## config.mk

```make
export PLATFORM = sky130hd
export DESIGN_NAME = alu_arbiter_flat
export DESIGN_NICKNAME = d
export VERILOG_FILES = /design/src/rtl/alu_arbiter_if.sv /design/src/rtl/alu_arbiter.sv /design/src/flat_wrapper.sv
export SDC_FILE = /design/constraint.sdc
export NUM_CORES = 1
export LEC_CHECK = 0
export CORE_MARGIN = 10
export CORE_UTILIZATION = 26
export DETAILED_ROUTE_END_ITERATION = 6
export HOLD_SLACK_MARGIN = 0.12
export PLACE_DENSITY = 0.83
export SLEW_MARGIN = 25
export SYNTH_ARGS = -nofsm -noshare
export SYNTH_HDL_FRONTEND = slang
export SYNTH_SLANG_ARGS = --single-unit
```

## constraint.sdc

```tcl
create_clock -name clk -period 2.1 [get_ports clk]
set_input_delay 0.525 -clock clk [delete_from_list [all_inputs] [get_ports clk]]
set_output_delay 0.525 -clock clk [all_outputs]
set_load 0.1 [all_outputs]
```

## src/rtl/alu_arbiter_if.sv

```systemverilog
// Requester, ALU and response signals of the shared-ALU arbiter.
// The slave modport is the arbiter's view; master is the environment's view.
interface alu_arbiter_if #(
  parameter int NREQ       = 2,
  parameter int DATA_WIDTH = 32
);
  localparam int IDW = (NREQ > 1) ? $clog2(NREQ) : 1;

  logic [NREQ-1:0]            req_valid_i;
  logic [NREQ-1:0]            req_ready_o;
  logic [NREQ*DATA_WIDTH-1:0] req_a_i;
  logic [NREQ*DATA_WIDTH-1:0] req_b_i;
  logic [NREQ*4-1:0]          req_ctrl_i;
  logic [DATA_WIDTH-1:0]      alu_a_o;
  logic [DATA_WIDTH-1:0]      alu_b_o;
  logic [3:0]                 aluctrl_ctrl_o;
  logic [DATA_WIDTH-1:0]      alu_out_i;
  logic                       rsp_valid_o;
  logic                       rsp_ready_i;
  logic [IDW-1:0]             rsp_id_o;
  logic [DATA_WIDTH-1:0]      rsp_data_o;
  logic                       rsp_err_o;

  modport slave (
    input  req_valid_i, req_a_i, req_b_i, req_ctrl_i, alu_out_i, rsp_ready_i,
    output req_ready_o, alu_a_o, alu_b_o, aluctrl_ctrl_o,
           rsp_valid_o, rsp_id_o, rsp_data_o, rsp_err_o
  );

  modport master (
    output req_valid_i, req_a_i, req_b_i, req_ctrl_i, alu_out_i, rsp_ready_i,
    input  req_ready_o, alu_a_o, alu_b_o, aluctrl_ctrl_o,
           rsp_valid_o, rsp_id_o, rsp_data_o, rsp_err_o
  );
endinterface

```

## src/rtl/alu_arbiter.sv

```systemverilog
// Round-robin arbiter sharing one combinational ALU among NREQ requesters,
// with a one-entry tagged response register and aluctrl legality check.
module alu_arbiter #(
  parameter int NREQ       = 2,
  parameter int DATA_WIDTH = 32
) (
  input logic          clk,
  input logic          rst,
  alu_arbiter_if.slave bus
);
  localparam int IDW = (NREQ > 1) ? $clog2(NREQ) : 1;

  function automatic logic ctrl_legal(input logic [3:0] c);
    case (c)
      4'b0000, 4'b1000, 4'b0001, 4'b0010, 4'b0011,
      4'b0100, 4'b0101, 4'b1101, 4'b0110, 4'b0111: ctrl_legal = 1'b1;
      default:                                     ctrl_legal = 1'b0;
    endcase
  endfunction

  logic [IDW-1:0]        rr_ptr;
  logic                  rsp_valid;
  logic [IDW-1:0]        rsp_id;
  logic [DATA_WIDTH-1:0] rsp_data;
  logic                  rsp_err;

  logic [DATA_WIDTH-1:0] a_arr    [NREQ];
  logic [DATA_WIDTH-1:0] b_arr    [NREQ];
  logic [3:0]            ctrl_arr [NREQ];

  logic           found;
  logic [IDW-1:0] win;
  logic           can_issue;
  logic           xfer;
  logic [NREQ-1:0] ready;

  always_comb begin
    for (int i = 0; i < NREQ; i++) begin
      a_arr[i]    = bus.req_a_i[i*DATA_WIDTH +: DATA_WIDTH];
      b_arr[i]    = bus.req_b_i[i*DATA_WIDTH +: DATA_WIDTH];
      ctrl_arr[i] = bus.req_ctrl_i[i*4 +: 4];
    end
  end

  // Walk the search order backwards so the candidate closest to rr_ptr wins.
  always_comb begin
    int             idx;
    logic [IDW-1:0] cand;
    found = 1'b0;
    win   = '0;
    idx   = 0;
    cand  = '0;
    for (int k = NREQ - 1; k >= 0; k--) begin
      idx = int'(rr_ptr) + k;
      if (idx >= NREQ) idx = idx - NREQ;
      cand = IDW'(idx);
      if (bus.req_valid_i[cand]) begin
        found = 1'b1;
        win   = cand;
      end
    end
  end

  assign can_issue = !rsp_valid || bus.rsp_ready_i;
  assign xfer      = found && can_issue && !rst;

  always_comb begin
    ready = '0;
    if (xfer) ready[win] = 1'b1;
  end

  assign bus.req_ready_o    = ready;
  assign bus.alu_a_o        = found ? a_arr[win]    : '0;
  assign bus.alu_b_o        = found ? b_arr[win]    : '0;
  assign bus.aluctrl_ctrl_o = found ? ctrl_arr[win] : 4'b0000;

  always_ff @(posedge clk) begin
    if (rst) begin
      rr_ptr    <= '0;
      rsp_valid <= 1'b0;
      rsp_id    <= '0;
      rsp_data  <= '0;
      rsp_err   <= 1'b0;
    end else if (xfer) begin
      rsp_valid <= 1'b1;
      rsp_id    <= win;
      // Illegal codes are still consumed, reported as an error with zero data.
      if (ctrl_legal(ctrl_arr[win])) begin
        rsp_data <= bus.alu_out_i;
        rsp_err  <= 1'b0;
      end else begin
        rsp_data <= '0;
        rsp_err  <= 1'b1;
      end
      rr_ptr <= (win == IDW'(NREQ - 1)) ? '0 : win + 1'b1;
    end else if (rsp_valid && bus.rsp_ready_i) begin
      rsp_valid <= 1'b0;
    end
  end

  assign bus.rsp_valid_o = rsp_valid;
  assign bus.rsp_id_o    = rsp_id;
  assign bus.rsp_data_o  = rsp_data;
  assign bus.rsp_err_o   = rsp_err;
endmodule

```

## src/flat_wrapper.sv

```systemverilog
// flat-port wrapper written by rule: the top's interface ports become plain ports
module alu_arbiter_flat 
#(
  parameter int NREQ       = 2,
  parameter int DATA_WIDTH = 32
)
  (clk, rst, bus_req_valid_i, bus_req_a_i, bus_req_b_i, bus_req_ctrl_i, bus_alu_out_i, bus_rsp_ready_i, bus_req_ready_o, bus_alu_a_o, bus_alu_b_o, bus_aluctrl_ctrl_o, bus_rsp_valid_o, bus_rsp_id_o, bus_rsp_data_o, bus_rsp_err_o);
  alu_arbiter_if #(.NREQ(NREQ), .DATA_WIDTH(DATA_WIDTH)) bus_i ();
  input logic clk;
  input logic rst;
  input wire logic [$bits(bus_i.req_valid_i)-1:0] bus_req_valid_i;
  input wire logic [$bits(bus_i.req_a_i)-1:0] bus_req_a_i;
  input wire logic [$bits(bus_i.req_b_i)-1:0] bus_req_b_i;
  input wire logic [$bits(bus_i.req_ctrl_i)-1:0] bus_req_ctrl_i;
  input wire logic [$bits(bus_i.alu_out_i)-1:0] bus_alu_out_i;
  input wire logic [$bits(bus_i.rsp_ready_i)-1:0] bus_rsp_ready_i;
  output wire logic [$bits(bus_i.req_ready_o)-1:0] bus_req_ready_o;
  output wire logic [$bits(bus_i.alu_a_o)-1:0] bus_alu_a_o;
  output wire logic [$bits(bus_i.alu_b_o)-1:0] bus_alu_b_o;
  output wire logic [$bits(bus_i.aluctrl_ctrl_o)-1:0] bus_aluctrl_ctrl_o;
  output wire logic [$bits(bus_i.rsp_valid_o)-1:0] bus_rsp_valid_o;
  output wire logic [$bits(bus_i.rsp_id_o)-1:0] bus_rsp_id_o;
  output wire logic [$bits(bus_i.rsp_data_o)-1:0] bus_rsp_data_o;
  output wire logic [$bits(bus_i.rsp_err_o)-1:0] bus_rsp_err_o;
  assign bus_i.req_valid_i = bus_req_valid_i;
  assign bus_i.req_a_i = bus_req_a_i;
  assign bus_i.req_b_i = bus_req_b_i;
  assign bus_i.req_ctrl_i = bus_req_ctrl_i;
  assign bus_i.alu_out_i = bus_alu_out_i;
  assign bus_i.rsp_ready_i = bus_rsp_ready_i;
  assign bus_req_ready_o = bus_i.req_ready_o;
  assign bus_alu_a_o = bus_i.alu_a_o;
  assign bus_alu_b_o = bus_i.alu_b_o;
  assign bus_aluctrl_ctrl_o = bus_i.aluctrl_ctrl_o;
  assign bus_rsp_valid_o = bus_i.rsp_valid_o;
  assign bus_rsp_id_o = bus_i.rsp_id_o;
  assign bus_rsp_data_o = bus_i.rsp_data_o;
  assign bus_rsp_err_o = bus_i.rsp_err_o;
  alu_arbiter #(.NREQ(NREQ), .DATA_WIDTH(DATA_WIDTH)) u_core (.clk(clk), .rst(rst), .bus(bus_i));
endmodule
```

# Word level (Yosys, flattened, before mapping)
# Memory sizes are Yosys's and may differ from the RTL's.
# Index checks and enable logic that the tools add are counted.
# totals
register_bits,36
latchBits,0
mem_bits_rw,0
mem_bits_ro,16
in_bits,173
n_memories,1
elab_cells,58
# op_classes
n_mul,0
n_eq_ne,0
add_sub_neg,4
shift,0
bitwise_logic,1
n_reduce_logical,8
div,0
n_mux,32
n_lt_le_gt_ge,7
# memory_table
name,words,word_bits,read_ports,rd_clocked_by_memory_dff,write_ports,line,source
(no name shown),16,1,1,0,0,alu_arbiter.sv:14,case (c)
# op_table
op,count
$mux W32,9
$mux W1,17
$mux W4,4
$lt A1 B2 Y1 const B,3
$ge A2 B2 Y1 const B,2
$logic_and A1 B1 Y1,4
$add A1 B1 Y2 const B,1
$ge A1 B2 Y1 const B,1
$logic_not A1 Y1,2
$mux W2,1
$not A1 Y2,1
$reduce_bool A2 Y1,1
$sub A1 B1 Y1 const B,2
$add A1 B1 Y1 const B,1
$demux W1 S1,1
$ge A1 B1 Y1 const B,1
$logic_or A1 B1 Y1,1

# Depth between registers and ports, before layout
# An unclocked memory read counts as a cell.
# logic_depth
word_depth,15
depth_mapped,6
mapped_depth_nobuf,5

# Least setup slack after synthesis
# OpenSTA, ideal clock, no wires.
# synth_timing
path_type,register -> output
startpoint,register u_core.rsp_valid (netlist: u_core.bus.rsp_valid_o)
endpoint,output bus_req_ready_o[0]
path_buffers,0
slack_ns,-1.028
arrival_ns,2.603
stages_incl_launch_ff,4
cell_sequence,dfxtp_1 -> nor2b_1 -> or3_4 -> nor2_1
# synth_via
elab_chain_len,5
# synth_rtl
element,line,source
from (decl),alu_arbiter.sv:22,logic rsp_valid;
from (signal assigned),alu_arbiter.sv:80,rsp_valid <= 1'b0;
from (signal assigned),alu_arbiter.sv:85,rsp_valid <= 1'b1;
from (signal assigned),alu_arbiter.sv:97,rsp_valid <= 1'b0;
$logic_not A1 Y1,alu_arbiter.sv:64,assign can_issue = !rsp_valid || bus.rsp_ready_i;
$logic_or A1 B1 Y1,alu_arbiter.sv:64,
$logic_and A1 B1 Y1 (2 in a row),alu_arbiter.sv:65,assign xfer = found && can_issue && !rst;
$mux W2,alu_arbiter.sv:69,if (xfer) ready[win] = 1'b1;
to (decl),flat_wrapper.sv:17,output wire logic [$bits(bus_i.req_ready_o)-1:0] bus_req_ready_o;
# Every way passes these cells.

# Worst setup path after layout
# layout_timing
startpoint,input bus_req_valid_i[0]
endpoint,output bus_aluctrl_ctrl_o[2]
# layout_via
elab_chain_len,9
word_cells_on_any_way,13
# layout_rtl
element,line,source
from (decl),flat_wrapper.sv:11,input wire logic [$bits(bus_i.req_valid_i)-1:0] bus_req_valid_i;
$mux W1 (implied by the code) (2 in a row),alu_arbiter.sv:57,if (bus.req_valid_i[cand]) begin
$mux W1 (2 in a row),alu_arbiter.sv:57,
$not A1 Y2 (implied by the code),alu_arbiter.sv:75,assign bus.aluctrl_ctrl_o = found ? ctrl_arr[win] : 4'b0000;
$mux W4 (implied by the code) (3 in a row),alu_arbiter.sv:75,
$mux W4 *,alu_arbiter.sv:75,
to (decl),flat_wrapper.sv:20,output wire logic [$bits(bus_i.aluctrl_ctrl_o)-1:0] bus_aluctrl_ctrl_o;
# Mark *: on every way between the ends. The rest lies on a longest branch, timed or not. The select of a mux whose other input is x is not followed.

==> results.json <==
{
  "postSynthAreaPerCell_sq_um": 6.684,
  "status": "finished, violations left",
  "areaGrowthSynthToFinish_pct": 213.1,
  "worstHoldStart": "u_core.bus.rsp_id_o",
  "skew_ns": 0.005508,
  "postRouteAntennaNets": 0,
  "overflow": 0,
  "clock_latency_ns": 0.28,
  "yosys-top-cells-count": "nand2_1 (132), nand3_1 (64), a22o_1 (36), dfxtp_1 (36), clkbuf_1 (23)",
  "power.density_nw_per_um2": 608.1,
  "min_path_type": "reg2reg",
  "r2r_start": "u_core.bus.rsp_valid_o",
  "r2r_slack_ns": 0.38,
  "r2r_end": "u_core.bus.rsp_data_o[29]",
  "cts_tree": "done",
  "relSlewSlack": 0.7272,
  "postSynth.asyncResetShare": 0,
  "ys_seq_area_frac": 0.3380,
  "crit_arrival_ns": 1.59,
  "wire_per_inst_microns": 22.61,
  "synthCells": 319,
  "crit_type": "in2out",
  "yosys_register_bits": 36,
  "clk_pin_slew_worst_paths_ns": 0.06,
  "hold_depth": 2,
  "holdWs_ns": 0.4701,
  "min_to": "u_core.bus.rsp_id_o",
  "dpl.cell_count": 689,
  "core_sq_um": 7848,
  "detailed_place_hpwl_microns": 12610,
  "die_h_microns": 110.6,
  "ys_types": 20,
  "dr.pass1.iters": 5,
  "synth_top_area_frac": 0.3380,
  "synth_top_area_cell": "dfxtp_1",
  "pin_count": 278,
  "rsz0062_at_grt": "true",
  "r2r_cells": 6,
  "worst_slew_pin_slew_ns": 0.4092,
  "via_per_inst": 4.996,
  "num_vias": 3527,
  "die_area_sq_um": 12220,
  "drv_slew": 0,
  "violations": "setup timing",
  "fin_crit_ns": 2.113,
  "grt_max_degree": 48,
  "fmax_mhz": 473.3,
  "required_ns": 1.57,
  "grt_pass1_vias": 3858,
  "drive_above_1_share": 0.4212,
  "synth_edf_count": 0,
  "io_buffers": 277,
  "instances_no_fill": 706,
  "antenna_found_initial": 1,
  "nets": 775,
  "die_x_microns": 110.6,
  "synth_fp_nets": 492,
  "netlist_area_sq_um": 2132,
  "cts.sinks": 36,
  "setup_viol": 4,
  "setup_slack_ns": -0.01271,
  "synthFlopType": "dfxtp_1",
  "wirelength_microns": 15960,
  "clockBufferDepth": 2,
  "drv_cap": 0,
  "peakVddDrop_uv": 310.6,
  "root_buffer": "clkbuf_8",
  "yosysMostFrequentCell": "nand2_1",
  "ctsHtreeMaxLevel": 2,
  "routabilityCongestion": 0.8138,
  "critPathLaunchType": "input pin",
  "initial_core_util": 0.2717,
  "critPathMaxFanout": 9,
  "drt_iter0_drc": 219,
  "grt_pass1_wl_microns": 23090,
  "row_count": 32,
  "yosys_warnings": 0,
  "grtUsageTotal": 0.2341,
  "critical_path.endpoint_type": "output pin",
  "power_leakage_nw": 2.884,
  "fin_crit_sh": 1.006,
  "netlist_top_cells_area": "dfxtp_1 (34%), nand2_1 (23%), nand3_1 (15%)",
  "cts_buffers": 5,
  "drc_errors": 0,
  "hold_violations": 0
}
kinds of logic after synthesis:
| logic type | share of synthesized area |
|---|---|
| AOI/OAI and AO/OA | 0.1667 |
| xor gates and xnor gates | 0.008217 |
| buffers and inverters | 0.05986 |
| DFF | 0.3380 |
| and+or+nand+nor | 0.4272 |
final cells by class:
type	count	area [sq um]
antenna	1	2.502
clock buffer	6	82.58
clock inverter	2	10.01
fill	399	1171
inverter	2	11.26
multi-input combinational	255	1947
sequential	36	725.7
tap	102	127.6
timing repair buffer	302	3770
power by group:
group	internal (W)	switching, W
clock	0.000261	0.000226
combinational	0.00105	0.00176
sequential	0.000732	0.0000305
total	0.00204	0.00202
repair_timing:
item,in CTS,in global routing
setup buffers,2,0
gates resized for setup,31,28
endpoints found under the setup margin,70,61
endpoints found under the hold margin,0,0
pin swaps,17,9
cloned,3,3
hold buffers,0,0
stage by stage:
| step | setup slack, ns | setup TNS (ns) | util | instance area (sq um) | total power, W |
|---|---|---|---|---|---|
| finish | -0.01271 | -0.02322 | 0.8508 | 6676 | 0.004060 |
| global route | -0.03934 | -0.4598 | 0.8508 | 6676 | 0.004192 |
| global placement | -0.4349 | -33.13 | 0.7946 | 6236 | 0.003445 |
| detailed placement | -0.4386 | -32.88 | 0.7946 | 6236 | 0.003478 |
| CTS | -0.02033 | -0.1580 | 0.8304 | 6516 | 0.004033 |
| floorplan | 0.01285 | 0 | - | 2636 | 0.002386 |
registers in the layout (all words and copies together), names as in the netlist:
name / count
u_core.rr_ptr: 1
u_core.bus.rsp_valid_o: 1
u_core.bus.rsp_err_o: 1
u_core.bus.rsp_data_o: 32
u_core.bus.rsp_id_o: 1
cells in the final DEF (no fill, tap or decap), drive strengths merged, types with 2 or more instances in the layout:
cell type | netlist | routed
clkdlybuf4s50 | 0 | 168
nand2 | 132 | 132
buf | 3 | 130
nand3 | 64 | 64
dfxtp | 36 | 36
a22o | 36 | 36
clkbuf | 23 | 8
nor2 | 7 | 7
nor3 | 4 | 4
xor2 | 2 | 2
clkinv | 0 | 2
dlygate4sd2 | 0 | 2
nor2b | 2 | 2
per-layer routing:
metal	wire length, microns	vias up	GRT usage
met3	1746	34	0.1070
li1	-	1652	-
met2	8473	202	0.4308
met4	543	0	0.08031
met5	0	-	0
met1	5196	1639	0.2236
worst max-delay path, stage by stage:
cell	delay, ns
buf_12	0.10
nor2b_4	0.18
nor2_4	0.06
buf_12	0.14
buf_16	0.15
a22o_4	0.27
buf_12	0.16
how the worst max path moves through the flow:
stage                             startpoint                     to  slack [ns]
after floorplan           bus_req_valid_i[0]        bus_alu_a_o[22]        0.01
after global placement    bus_req_valid_i[1]        bus_alu_b_o[23]       -0.43
after detailed placement  bus_req_valid_i[1]  bus_aluctrl_ctrl_o[3]       -0.44
after CTS                 bus_req_valid_i[0]        bus_alu_a_o[16]       -0.02
after global routing           u_core.rr_ptr  bus_aluctrl_ctrl_o[2]       -0.04
final                     bus_req_valid_i[0]  bus_aluctrl_ctrl_o[2]       -0.01
No activity file was read; power rests on OpenSTA's default activity.
==> RTL change: new RTL, same settings <==
Make the reset (`rst`) asynchronous in one clocked block.
--- a/src/rtl/alu_arbiter.sv
+++ b/src/rtl/alu_arbiter.sv
@@ -75,5 +75,5 @@
   assign bus.aluctrl_ctrl_o = found ? ctrl_arr[win] : 4'b0000;
 
-  always_ff @(posedge clk) begin
+  always_ff @(posedge clk or posedge rst) begin
     if (rst) begin
       rr_ptr    <= '0;
Check against the original RTL: differs if rst is asserted again (counterexample within 4 cycles, from zero or initial values and one cycle with rst high); with rst held inactive, the same outputs for 10 cycles.
==> RTL change against the unedited design <==
- the flow still finishes with violations (setup timing)
- sequential cell count stayed put
- wire length is 9.0% higher
- final area is 12% higher
- area after synthesis is 28% higher
- power is 34% higher
- sequential power is 15% higher
- register-to-register slack worse by 20 ps
- worst setup slack worse by 93 ps
- highest routed layer unchanged
==> RTL change: results <==
yosys:
  yosys-top-cells-area: "dfrtp_1, a32o_1, nand3_1, o21ai_0, nand2_1"
  synth-compound-area-share: 0.276
  synth_cell_types: 29
  ys_seq_area_frac: 0.329
sta:
  setup_viol: 69
  fin_setup_tns_ps: -4430
  setup_slack_ps: -106
  relSlewSlack: 0.720
  finClkSkew_ps: 2.28
finish:
  fillers: 697
  diodes: 0
  fin_nets: 815
drt:
  avgViaCountPerCell: 5.20
  first_pass_iters: 4
  drt-wirelength-per-cell_um: 22.4
  drt-initial-drc-count: 242
status:
  violations: "setup timing"
  status: "finished, violations left"
grt:
  gr-usage-met1: 0.222
  use_met2: 0.393
  grt_max_degree: 37
  antenna_found_initial: 0
  grt_pass1_wl_mm: 25.2
  track_usage: 0.211
  grt_util_met3: 0.0716
pwr:
  peakVddDrop_uv: 711
placed_design:
  placement.cell_area_um2: 7160
  hpwlAfterDp_mm: 13.7
  routabilityCongestion: 0.846
-- RTL change: power by group --
part	switching, mW	internal (mW)	leakage (nW)
Sequential	0.0730	0.808	0.456
Combinational	2.66	1.37	2.64
Clock	0.229	0.292	0.0503
-- RTL change: kinds of logic (layout without fill, tap and decap cells) --
family,count (synthesis),count (layout)
AND/OR/NAND/NOR,169,169
AO/OA/AOI/OAI,108,108
buffers and inverters,47,326
flip-flops,36,36
XOR/XNOR,2,2
multiplexers,1,1
-- RTL change: final timing paths --
path,startpoint,end,slack (ps)
max reg2reg,u_core.rr_ptr,u_core.bus.rsp_data_o[0],360
min,rst,u_core.bus.rsp_data_o[7],440
min reg2reg,u_core.bus.rsp_data_o[21],u_core.bus.rsp_data_o[21],500
max in group asynchronous,rst,u_core.bus.rsp_data_o[20],1440
max,u_core.rr_ptr,bus_alu_b_o[26],-110
min in group clk,u_core.bus.rsp_data_o[21],u_core.bus.rsp_data_o[21],500
-- RTL change: critical path, stage by stage (launching register included) --
cell and delay [ps]:
dfrtp_1 400, and2b_4 270, nor2_4 50, buf_12 150, buf_12 150, o21ai_4 170
buf_12 200
-- RTL change: timing repair --
action / CTS / global route
buffers inserted: 5 / 1
cloned: 0 / 3
setup endpoints to repair: 70 / 69
resized for setup: 20 / 7
pin swaps: 17 / 2
-- RTL change: metal layers --
metal | share of wire | routed length, um
met1 | 0.35 | 6130
met5 | 0 | 0
met2 | 0.52 | 9120
met3 | 0.10 | 1760
met4 | 0.022 | 388
-- RTL change: area by class of cell --
class / count / area share
Timing Repair Buffer: 317 / 0.515
Multi-Input combinational cell: 280 / 0.328
Sequential cell: 36 / 0.121
Tap cell: 136 / 0.0227
Clock buffer: 7 / 0.0129
Inverter: 2 / 0.00100
